===== config.mk =====
export PLATFORM = sky130hd
export DESIGN_NAME = tm1638_scheduler
export DESIGN_NICKNAME = d
export VERILOG_FILES = /design/src/rtl/tm1638_scheduler.sv
export SDC_FILE = /design/constraint.sdc
export NUM_CORES = 1
export LEC_CHECK = 0
export ABC_AREA = 1
export ABC_CLOCK_PERIOD_IN_PS = 1400
export CAP_MARGIN = 5
export CORE_MARGIN = 10
export CORE_UTILIZATION = 32
export CTS_BUF_LIST = sky130_fd_sc_hd__clkbuf_4
export DETAILED_ROUTE_END_ITERATION = 8
export PLACE_DENSITY = 0.5
export SLEW_MARGIN = 15
export SYNTH_ARGS = -nofsm -noshare
export SYNTH_HDL_FRONTEND = slang
export SYNTH_SLANG_ARGS = --single-unit

===== constraint.sdc =====
create_clock -name i_Clk -period 1.4 [get_ports i_Clk]
set_input_delay 0.21 -clock i_Clk [delete_from_list [all_inputs] [get_ports i_Clk]]
set_output_delay 0.21 -clock i_Clk [all_outputs]
set_load 0.02 [all_outputs]

===== src/rtl/tm1638_scheduler.sv =====
`default_nettype none
// ============================================================================
//  Module   : tm1638_scheduler
//  Function : Periodic TM1638 frame sequencer feeding the spi_fifo input FIFO.
//             Each frame: data command, 16 fixed-address segment writes,
//             display control, key-scan read; then latches the 32-bit keys.
//  Revision : 1.0  initial release
// ============================================================================
module tm1638_scheduler #(
    parameter int REFRESH_CYCLES  = 250000,
    parameter int KEY_WAIT_CYCLES = 400,
    parameter int SEG_COUNT       = 16
) (
    input  logic        i_Clk,
    input  logic        i_Rst,
    input  logic        i_Enable,
    input  logic        i_Seg_We,
    input  logic [3:0]  i_Seg_Addr,
    input  logic [7:0]  i_Seg_Data,
    input  logic        i_Display_On,
    input  logic [2:0]  i_Brightness,
    input  logic        i_FIFO_Full,
    output logic        o_Data_Valid,
    output logic [17:0] o_Data,
    input  logic [31:0] i_Read_Data,
    output logic [31:0] o_Keys,
    output logic        o_Keys_Valid,
    output logic        o_Busy
);

    localparam int c_TIMER_W = (REFRESH_CYCLES > 2) ? $clog2(REFRESH_CYCLES) : 1;
    localparam int c_WAIT_W  = (KEY_WAIT_CYCLES > 2) ? $clog2(KEY_WAIT_CYCLES) : 1;

    localparam logic [c_TIMER_W-1:0] c_TIMER_RELOAD = c_TIMER_W'(REFRESH_CYCLES - 1);
    // The KEY_LATCH cycle is part of the wait, so the counter covers the rest:
    // keys appear exactly KEY_WAIT_CYCLES after the key-read push cycle.
    localparam logic [c_WAIT_W-1:0]  c_WAIT_RELOAD  = c_WAIT_W'(KEY_WAIT_CYCLES - 2);

    localparam logic [2:0] c_ST_IDLE      = 3'd0;
    localparam logic [2:0] c_ST_DATA_CMD  = 3'd1;
    localparam logic [2:0] c_ST_SEG_WR    = 3'd2;
    localparam logic [2:0] c_ST_CTRL      = 3'd3;
    localparam logic [2:0] c_ST_KEY_CMD   = 3'd4;
    localparam logic [2:0] c_ST_KEY_WAIT  = 3'd5;
    localparam logic [2:0] c_ST_KEY_LATCH = 3'd6;

    logic [2:0]           r_state;
    logic [c_TIMER_W-1:0] r_timer;
    logic [c_WAIT_W-1:0]  r_wait;
    logic [3:0]           r_seg_idx;
    logic [7:0]           r_seg_ram [SEG_COUNT];
    logic                 r_data_valid;
    logic [17:0]          r_data;
    logic [31:0]          r_keys;
    logic                 r_keys_valid;
    logic                 r_busy;

    logic w_frame_start;
    logic w_can_push;

    assign w_frame_start = (r_state == c_ST_IDLE) && (r_timer == '0) && i_Enable;
    // A push cycle is always followed by a gap cycle before FULL is looked at again.
    assign w_can_push    = !r_data_valid && !i_FIFO_Full;

    assign o_Data_Valid = r_data_valid;
    assign o_Data       = r_data;
    assign o_Keys       = r_keys;
    assign o_Keys_Valid = r_keys_valid;
    assign o_Busy       = r_busy;

    // Segment shadow RAM: cleared on reset, writable at any time.
    always_ff @(posedge i_Clk) begin
        if (i_Rst) begin
            for (int i = 0; i < SEG_COUNT; i++) begin
                r_seg_ram[i] <= 8'h00;
            end
        end else if (i_Seg_We) begin
            r_seg_ram[i_Seg_Addr] <= i_Seg_Data;
        end
    end

    // Refresh timer: reload on frame start, otherwise count down to zero.
    always_ff @(posedge i_Clk) begin
        if (i_Rst) begin
            r_timer <= '0;
        end else if (w_frame_start) begin
            r_timer <= c_TIMER_RELOAD;
        end else if (r_timer != '0) begin
            r_timer <= r_timer - 1'b1;
        end
    end

    // Frame sequencer with registered push, key and busy outputs.
    always_ff @(posedge i_Clk) begin
        if (i_Rst) begin
            r_state      <= c_ST_IDLE;
            r_wait       <= '0;
            r_seg_idx    <= 4'd0;
            r_data_valid <= 1'b0;
            r_data       <= 18'd0;
            r_keys       <= 32'd0;
            r_keys_valid <= 1'b0;
            r_busy       <= 1'b0;
        end else begin
            r_data_valid <= 1'b0;
            r_keys_valid <= 1'b0;
            case (r_state)
                c_ST_IDLE: begin
                    r_busy <= 1'b0;
                    if (w_frame_start) begin
                        r_state <= c_ST_DATA_CMD;
                        r_busy  <= 1'b1;
                    end
                end
                c_ST_DATA_CMD: begin
                    if (w_can_push) begin
                        r_data_valid <= 1'b1;
                        r_data       <= 18'h00044;
                        r_state      <= c_ST_SEG_WR;
                    end
                end
                c_ST_SEG_WR: begin
                    if (w_can_push) begin
                        r_data_valid <= 1'b1;
                        r_data       <= {2'b01, r_seg_ram[r_seg_idx], 4'hC, r_seg_idx};
                        r_seg_idx    <= r_seg_idx + 4'd1;
                        if (r_seg_idx == 4'hF) begin
                            r_state <= c_ST_CTRL;
                        end
                    end
                end
                c_ST_CTRL: begin
                    if (w_can_push) begin
                        r_data_valid <= 1'b1;
                        r_data       <= {2'b00, 8'h00, 4'h8, i_Display_On, i_Brightness};
                        r_state      <= c_ST_KEY_CMD;
                    end
                end
                c_ST_KEY_CMD: begin
                    if (w_can_push) begin
                        r_data_valid <= 1'b1;
                        r_data       <= 18'h20042;
                        r_wait       <= c_WAIT_RELOAD;
                        r_state      <= c_ST_KEY_WAIT;
                    end
                end
                c_ST_KEY_WAIT: begin
                    if (r_wait == '0) begin
                        r_state <= c_ST_KEY_LATCH;
                    end else begin
                        r_wait <= r_wait - 1'b1;
                    end
                end
                c_ST_KEY_LATCH: begin
                    r_keys       <= i_Read_Data;
                    r_keys_valid <= 1'b1;
                    r_busy       <= 1'b0;
                    r_state      <= c_ST_IDLE;
                end
                default: begin
                    r_state   <= c_ST_IDLE;
                    r_busy    <= 1'b0;
                    r_seg_idx <= 4'd0;
                end
            endcase
        end
    end

endmodule
`default_nettype wire


==> run_results.csv, run 1 <==
group,metric,value,unit
status,status,"finished, violations left",
status,violations,"setup timing",
sta,tightest_slew,0.7721,ns
logic_synthesis,synth.top_cell.area_share,38.61,%
routing,ant_nets,0,
sta,period_share,110.2,%
die,dieWidth,196.4,microns
sta,slew_violations,0,
sta,max_freq,0.6482,GHz
cts,cts_buffers,59,
logic_synthesis,syn_avg_cell_area,8.247,sq um
power_and_ir_drop,seqPwrFrac,33.1,%
global_route,grt_max_degree,58,
logic_synthesis,async_reset_ff_share,0,%
sta,fin_worst_skew,0.07092,ns
logic_synthesis,synth_top_family_by_area,"simple AND/OR/NAND/NOR gates",
power_and_ir_drop,p_per_area,1610,nW/um^2
sta,layout_setup_ws,-0.1428,ns
cts,htreeDepth,2,
cts,cts-root-buf,"clkbuf_4",
logic_synthesis,synth.most_common_cell,"nand2_1",
worst_setup_path,critPathRequiredTime,1.91,ns
logic_synthesis,synthAdderAreaFrac,0.3771,%
die,rows,64,
global_route,grt_use_total,15.73,%
worst_setup_path,cp_max_fo,7,
cts,cts_buffer_depth,3,
die,start_util,32.46,%
routing,drcViolationCount,0,
worst_setup_path,critPathSlowestCell,"dfxtp_4",
power_and_ir_drop,clkPwrFrac,23.2,%
power_and_ir_drop,p_leak,6.494,nW
logic_synthesis,seq_area_frac_synth,56.51,%
logic_synthesis,netlist_instances,1207,
cts,clk_pin_slew,0.06,ns
logic_synthesis,synth_area_leaders,"edfxtp_1, dfxtp_1, nand2_1, nor2_1, nand3_1",
sta,maxSlewHeadroom,48.53,%
worst_setup_path,start_kind,"flop",
sta,fin_crit,1.543,ns
run,cap_viol_max_count,0,
logic_synthesis,synthMuxAreaShare,0,%
power_and_ir_drop,finalPower,24.27,mW
routing,wl,31680,microns
power_and_ir_drop,irDropWorstVdd,0.8720,mV
sta,hold_violations,0,
logic_synthesis,synth_common_cells,"nand2_1, nor2_1, edfxtp_1",
layout,area_delta_synth_final,51.43,%
cts,cts_tree,"built",
layout,drive_above_1_share,41.37,%
worst_setup_path,cp.arrival,2.05,ns
layout,num-nets-final,1569,
sta,rsz0062_at_grt,"true",
routing,first_iter_violations,525,
cts,clk_latency,0.72,ns
worst_setup_path,endpoint_kind,"flop",
worst_setup_path,cp_common_cell,"nand2_1",
logic_synthesis,ys.warnings.count,0,
layout,fillers,2930,
logic_synthesis,synth_seq_cells,217,
routing,via_count,9182,
power_and_ir_drop,power_frac_comb,43.6,%
layout,ff_latch_area,5718,sq um
power_and_ir_drop,swShare,35.29,%
layout,layout.cells.non_filler,1962,
global_route,antenna_found_initial,2,
placed_design,place_congestion,0.8328,
min_path,worstHoldPathType,"primary input to flop",
die,coreArea,30670,sq um
placed_design,post-dp-hpwl,20600,microns
logic_synthesis,synth.distinct_cells,36,
logic_synthesis,synth-edff-count,128,
worst_setup_path,crit_type,"flop to flop",
global_route,overflow,0,
layout,multi_input_area,4529,sq um
placed_design,dp_cells,1803,
cts,cts_sinks,217,
logic_synthesis,synth_xor_area_share,0.8798,%
logic_synthesis,synth-simple-area-share,30.37,%
logic_synthesis,synth_area,9955,sq um
logic_synthesis,synth_ff_type,"edfxtp_1",
worst_setup_path,crit_chain,"clkinv_8, buf_12, buf_12, nand2_1, nand2_1, nand2_1, nand3_2, nand3_2, nand2_2, nand2_2, a21oi_1",
sta,finalSetupViolations,25,
die,die_area,38560,sq um
routing,vias_per_cell,4.680,
placed_design,port_buffers,103,
routing,drt_first_pass_iters,5,
die,fp.dieH,196.4,microns
worst_setup_path,critPathMaxStageDelay,0.40,ns
logic_synthesis,synth_top_cell_by_area,"edfxtp_1",
logic_synthesis,synth_compound_area_share,5.103,%
routing,avgRoutedWirePerCell,16.15,microns
global_route,first_global_vias,9103,
global_route,grt_pass1_wl,48910,microns
power_and_ir_drop,switchingPower,8.567,mW
die,pin_count,106,
power_and_ir_drop,power.internal,15.71,mW
[power by group through the flow]
| stage | Clock, mW | Sequential [mW] | Combinational (mW) |
|---|---|---|---|
| finish | 5.64 | 8.04 | 10.6 |
| global route | 6.16 | 8.12 | 11.6 |
| CTS | 5.82 | 7.96 | 9.38 |
| detailed placement | 0 | 7.94 | 7.75 |
| global placement | 0 | 7.93 | 7.75 |
| floorplan | 0 | 8.09 | 4.05 |
[cell usage in the layout, fill, tap and decap left out, types with 20 or more instances in the layout]
cell type	netlist	layout
clkbuf_4	0	90
dfxtp_1	89	23
buf_4	6	142
buf_6	2	70
nand2_1	324	245
nand3_1	126	62
dfxtp_2	0	62
inv_1	99	89
clkdlybuf4s50_1	0	51
nor2_1	212	192
buf_12	0	29
clkinv_1	1	20
nand3_2	3	64
edfxtp_1	128	128
nand2_2	5	73
a21oi_1	64	53
[sequential cells by signal (all words and copies together), names as in the netlist, named ones only]
name / count
r_seg_idx: 4
o_Data: 16
o_Keys: 32
r_timer: 18
r_seg_ram: 128
r_state: 3
o_Data_Valid: 1
r_wait: 9
o_Keys_Valid: 1
o_Busy: 1
[worst max-delay path: cells and delay by family, from the launching register on]
family          cells  cell delay [ns]
buf+inv             3             0.38
compound gates      1             0.05
flops               1             0.40
simple gates        7             0.55
[final cells by class]
type / count / area share [%]
sequential: 217 / 37.93
antenna: 2 / 0.03320
clock inverter: 22 / 0.6142
multi-input combinational: 827 / 30.05
inverter: 106 / 2.805
clock buffer: 90 / 4.482
tap: 396 / 3.287
timing repair buffer: 302 / 20.80
[path summary, 6_finish.rpt]
path | start | to | slack (ns) | cells past startpoint
worst max-delay path | flop | o_Data[12] | -0.14 | 11
worst min-delay path | i_Read_Data[4] | o_Keys[4] | 0.07 | 3
worst max register to register | flop | o_Data[12] | -0.14 | 11
worst min register to register | o_Keys[1] | o_Keys[1] | 0.46 | 2
[per-stage QoR]
step | util, % | area [sq um] | hold WS [ns] | setup slack [ns] | TNS [ns]
after CTS | 47.23 | 14490 | 0.02030 | -0.09216 | -1.589
after global routing | 49.14 | 15070 | 0.02438 | -0.2329 | -7.250
after floorplan | - | 10040 | 0.3751 | -0.01240 | -0.7214
final | 49.15 | 15070 | 0.07223 | -0.1428 | -1.252
after detailed placement | 41.66 | 12780 | 0.4539 | -0.5759 | -114.06
after global placement | 41.66 | 12780 | 0.4471 | -0.5531 | -111.97
[logic make-up after synthesis]
kind of cell / after synthesis
XOR/XNOR: 10
other: 1
AND/OR/NAND/NOR: 717
buffers and inverters: 164
adder cells (fa/ha/maj): 3
AO/OA/AOI/OAI: 95
flip-flops: 217
[layer usage]
| metal | vias up | GRT usage [%] | part of all wire [%] |
|---|---|---|---|
| li1 | 4555 | - | - |
| met4 | 0 | 5.147 | 2.3 |
| met1 | 4346 | 19.59 | 43 |
| met2 | 225 | 25.90 | 48 |
| met5 | - | 0 | 0 |
| met3 | 56 | 4.243 | 6.4 |
[repair_timing]
| item | CTS | global route |
|---|---|---|
| gates cloned | 3 | 3 |
| endpoints found under the hold margin | 4 | 0 |
| endpoints found under the setup margin | 138 | 113 |
| pin swaps | 59 | 46 |
| setup buffers | 24 | 20 |
| hold buffers | 1 | 0 |
| resized for setup | 520 | 122 |
Power figures use the tool's default switching activity.
==> inputs of run 2 (changes only) <==
--- a/config.mk
+++ b/config.mk
@@ -10,3 +10,3 @@
 export CAP_MARGIN = 5
-export CORE_MARGIN = 10
+export CORE_MARGIN = 8
 export CORE_UTILIZATION = 32
@@ -15,2 +15,3 @@
 export PLACE_DENSITY = 0.5
+export REMOVE_ABC_BUFFERS = 1
 export SLEW_MARGIN = 15
==> constraint.sdc (replaced) <==
create_clock -name i_Clk -period 1.4 [get_ports i_Clk]
set_input_delay 0.28 -clock i_Clk [delete_from_list [all_inputs] [get_ports i_Clk]]
set_output_delay 0.28 -clock i_Clk [all_outputs]
set_load 0.02 [all_outputs]
==> run_results.csv, run 2 (synthesis gave the netlist of run 1 again) <==
group,metric,value,unit
die,fp.dieH,192.4,microns
routing,drcViolationCount,0,
cts,clk_pin_slew,0.07,ns
layout,area_delta_synth_final,49.74,%
cts,cts_buffers,58,
layout,largest_reg_flops,128,
layout,regMostFlops,"r_seg_ram",
layout,num-nets-final,1589,
layout,final_cell_mix,"nand2_1, nor2_1, buf_4, edfxtp_1, nand3_1",
cts,cts_buffer_depth,3,
power_and_ir_drop,irDropWorstVdd,0.8471,mV
min_path,hold_depth,3,
die,start_util,32.54,%
worst_setup_path,critPathRequiredTime,2.00,ns
sta,tns,-2.156,ns
status,status,"finished, violations left",
cts,clk_latency,0.68,ns
worst_setup_path,reg2reg_slack,-0.11,ns
routing,avgRoutedWirePerCell,15.36,microns
worst_setup_path,critPathTopFamily,"simple AND/OR/NAND/NOR gates",
power_and_ir_drop,p_leak,6.465,nW
placed_design,dp_worst_setup_slack,-0.4607,ns
sta,layout_setup_ws,-0.1088,ns
sta,max_freq,0.6628,GHz
worst_setup_path,timing.rr.start,"r_timer[1]",
worst_setup_path,critPathBufInv,3,
power_and_ir_drop,p_per_area,1592,nW/um^2
routing,wl,30300,microns
sta,slew_violations,0,
die,rows,64,
status,violations,"setup timing",
layout,drive_above_1_share,38.67,%
sta,tightest_slew,0.7676,ns
min_path,hold_path_startpoint,"i_Read_Data[15]",
layout,final_common_cell,"nand2_1",
global_route,use_met1,19.52,%
global_route,busiest_layer,"met2",
placed_design,post-dp-hpwl,20270,microns
worst_setup_path,crit_type,"flop to flop",
cts,cts_sinks,217,
global_route,grt_pass1_wl,46600,microns
global_route,grt_use_total,15.94,%
routing,vias_per_cell,4.598,
layout,fillers,2977,
worst_setup_path,critPathSlowestCell,"dfxtp_2",
global_route,antenna_found_initial,1,
sta,period_share,107.8,%
min_path,hold_end,"o_Keys[15]",
sta,maxSlewHeadroom,48.83,%
die,dieWidth,192.4,microns
sta,fin_worst_skew,0.04750,ns
global_route,grt_max_degree,58,
routing,first_iter_violations,412,
sta,hold_violations,0,
routing,ant_nets,0,
worst_setup_path,critPathMaxStageDelay,0.32,ns
worst_setup_path,endpoint_kind,"flop",
global_route,first_global_vias,8987,
die,coreArea,30590,sq um
routing,drt_first_pass_iters,5,
die,die_area,37010,sq um
placed_design,port_buffers,103,
worst_setup_path,cp.arrival,2.11,ns
worst_setup_path,start_kind,"flop",
cts,cts-root-buf,"clkbuf_4",
worst_setup_path,r2r_cells,8,
placed_design,dp_cells,1820,
cts,htreeDepth,2,
sta,fin_crit,1.509,ns
routing,via_count,9071,
global_route,met2_usage,27.78,%
sta,rsz0062_at_grt,"true",
min_path,worstHoldPathType,"primary input to flop",
worst_setup_path,crit_chain,"inv_2, ha_4, nand2_4, nor2_4, nand4_1, buf_4, buf_6, a21oi_2",
power_and_ir_drop,finalPower,23.74,mW
layout,layout.cells.non_filler,1973,
die,pin_count,106,
run,cap_viol_max_count,0,
global_route,overflow,0,
cts,cts_tree,"built",
sta,finalSetupViolations,67,
global_route,grt_use_met3,2.837,%
placed_design,place_congestion,0.8131,
worst_setup_path,cp_max_fo,4,
worst_setup_path,r2r_end,"r_timer[7]",
==> run 2: cell types whose count changed in the layout (fill, tap and decap cells not counted), moves of 5 or more <==
cell / change
nand3_2: -34
or2_4: -11
or2_2: +11
nand2_1: +32
buf_6: -5
nand3_1: +35
buf_12: +6
nor2_1: -8
nor2_2: +5
clkinv_1: -9
nand2_2: -32
buf_4: +24
==> run 2: worst max-delay path by stage <==
stage,depth (start not counted),start,to,slack [ns]
2_1_floorplan,8,flop,o_Data[13],-2.01
3_3_place_gp,6,i_Seg_Addr[2],r_seg_ram[5][3],-0.44
3_5_place_dp,6,i_Seg_Addr[2],r_seg_ram[5][3],-0.46
4_1_cts,11,flop,o_Data[11],-0.13
5_1_grt,11,flop,o_Data[8],-0.21
6_report,8,r_timer[1],r_timer[7],-0.11
==> run 2: worst min-delay path, delay by kind of cell <==
family	cells	cell delay [ns]
AND/OR/NAND/NOR	1	0.08
buffers and inverters	1	0.39
AO/OA/AOI/OAI	1	0.06
==> run 2: layout make-up <==
type	instances	area, sq um	share of cell area [%]
Inverter	106	407.9	2.737
Multi-Input combinational cell	828	4282	28.73
Sequential cell	217	5718	38.36
Timing Repair Buffer	322	3274	21.97
Clock buffer	88	660.6	4.432
Antenna cell	2	5.005	0.03358
Tap cell	396	495.5	3.324
Clock inverter	14	62.56	0.4197
==> run 2: repair_timing <==
action	4_1_cts	5_1_grt
pin swaps	22	32
gates cloned	1	2
buffers inserted	23	24
resized for setup	476	107
hold buffers	0	0
endpoints found under the setup margin	103	106
endpoints found under the hold margin	0	0
==> run 2: routing by layer <==
metal  share of wire [%]  wire length [microns]  up-vias
met3                 3.7                   1109       55
met1                  43                  13060     4271
met5                   0                      0        -
met2                  51                  15420      149
met4                 2.3                    700        0
li1                    -                      -     4596
==> run 2: where the power goes <==
group	internal [mW]	switching, mW
Clock	2.85	2.59
Sequential	7.51	0.477
Combinational	5.10	5.22
==> run 2: through the flow <==
| step | hold slack (ns) | utilization, % | area [sq um] |
|---|---|---|---|
| finish | 0.1605 | 48.73 | 14910 |
| global route | 0.1218 | 48.72 | 14900 |
| CTS | 0.09073 | 46.82 | 14320 |
| detailed placement | 0.4511 | 42.20 | 12910 |
| global placement | 0.4471 | 42.20 | 12910 |
| floorplan | 0.3491 | - | 9688 |
==> inputs of run 3 (changes only) <==
CTS_CLUSTER_DIAMETER = 150   (was not set)
==> results of run 3 <==
Same layout as run 2: the final DEF is identical, and so are final timing and power.
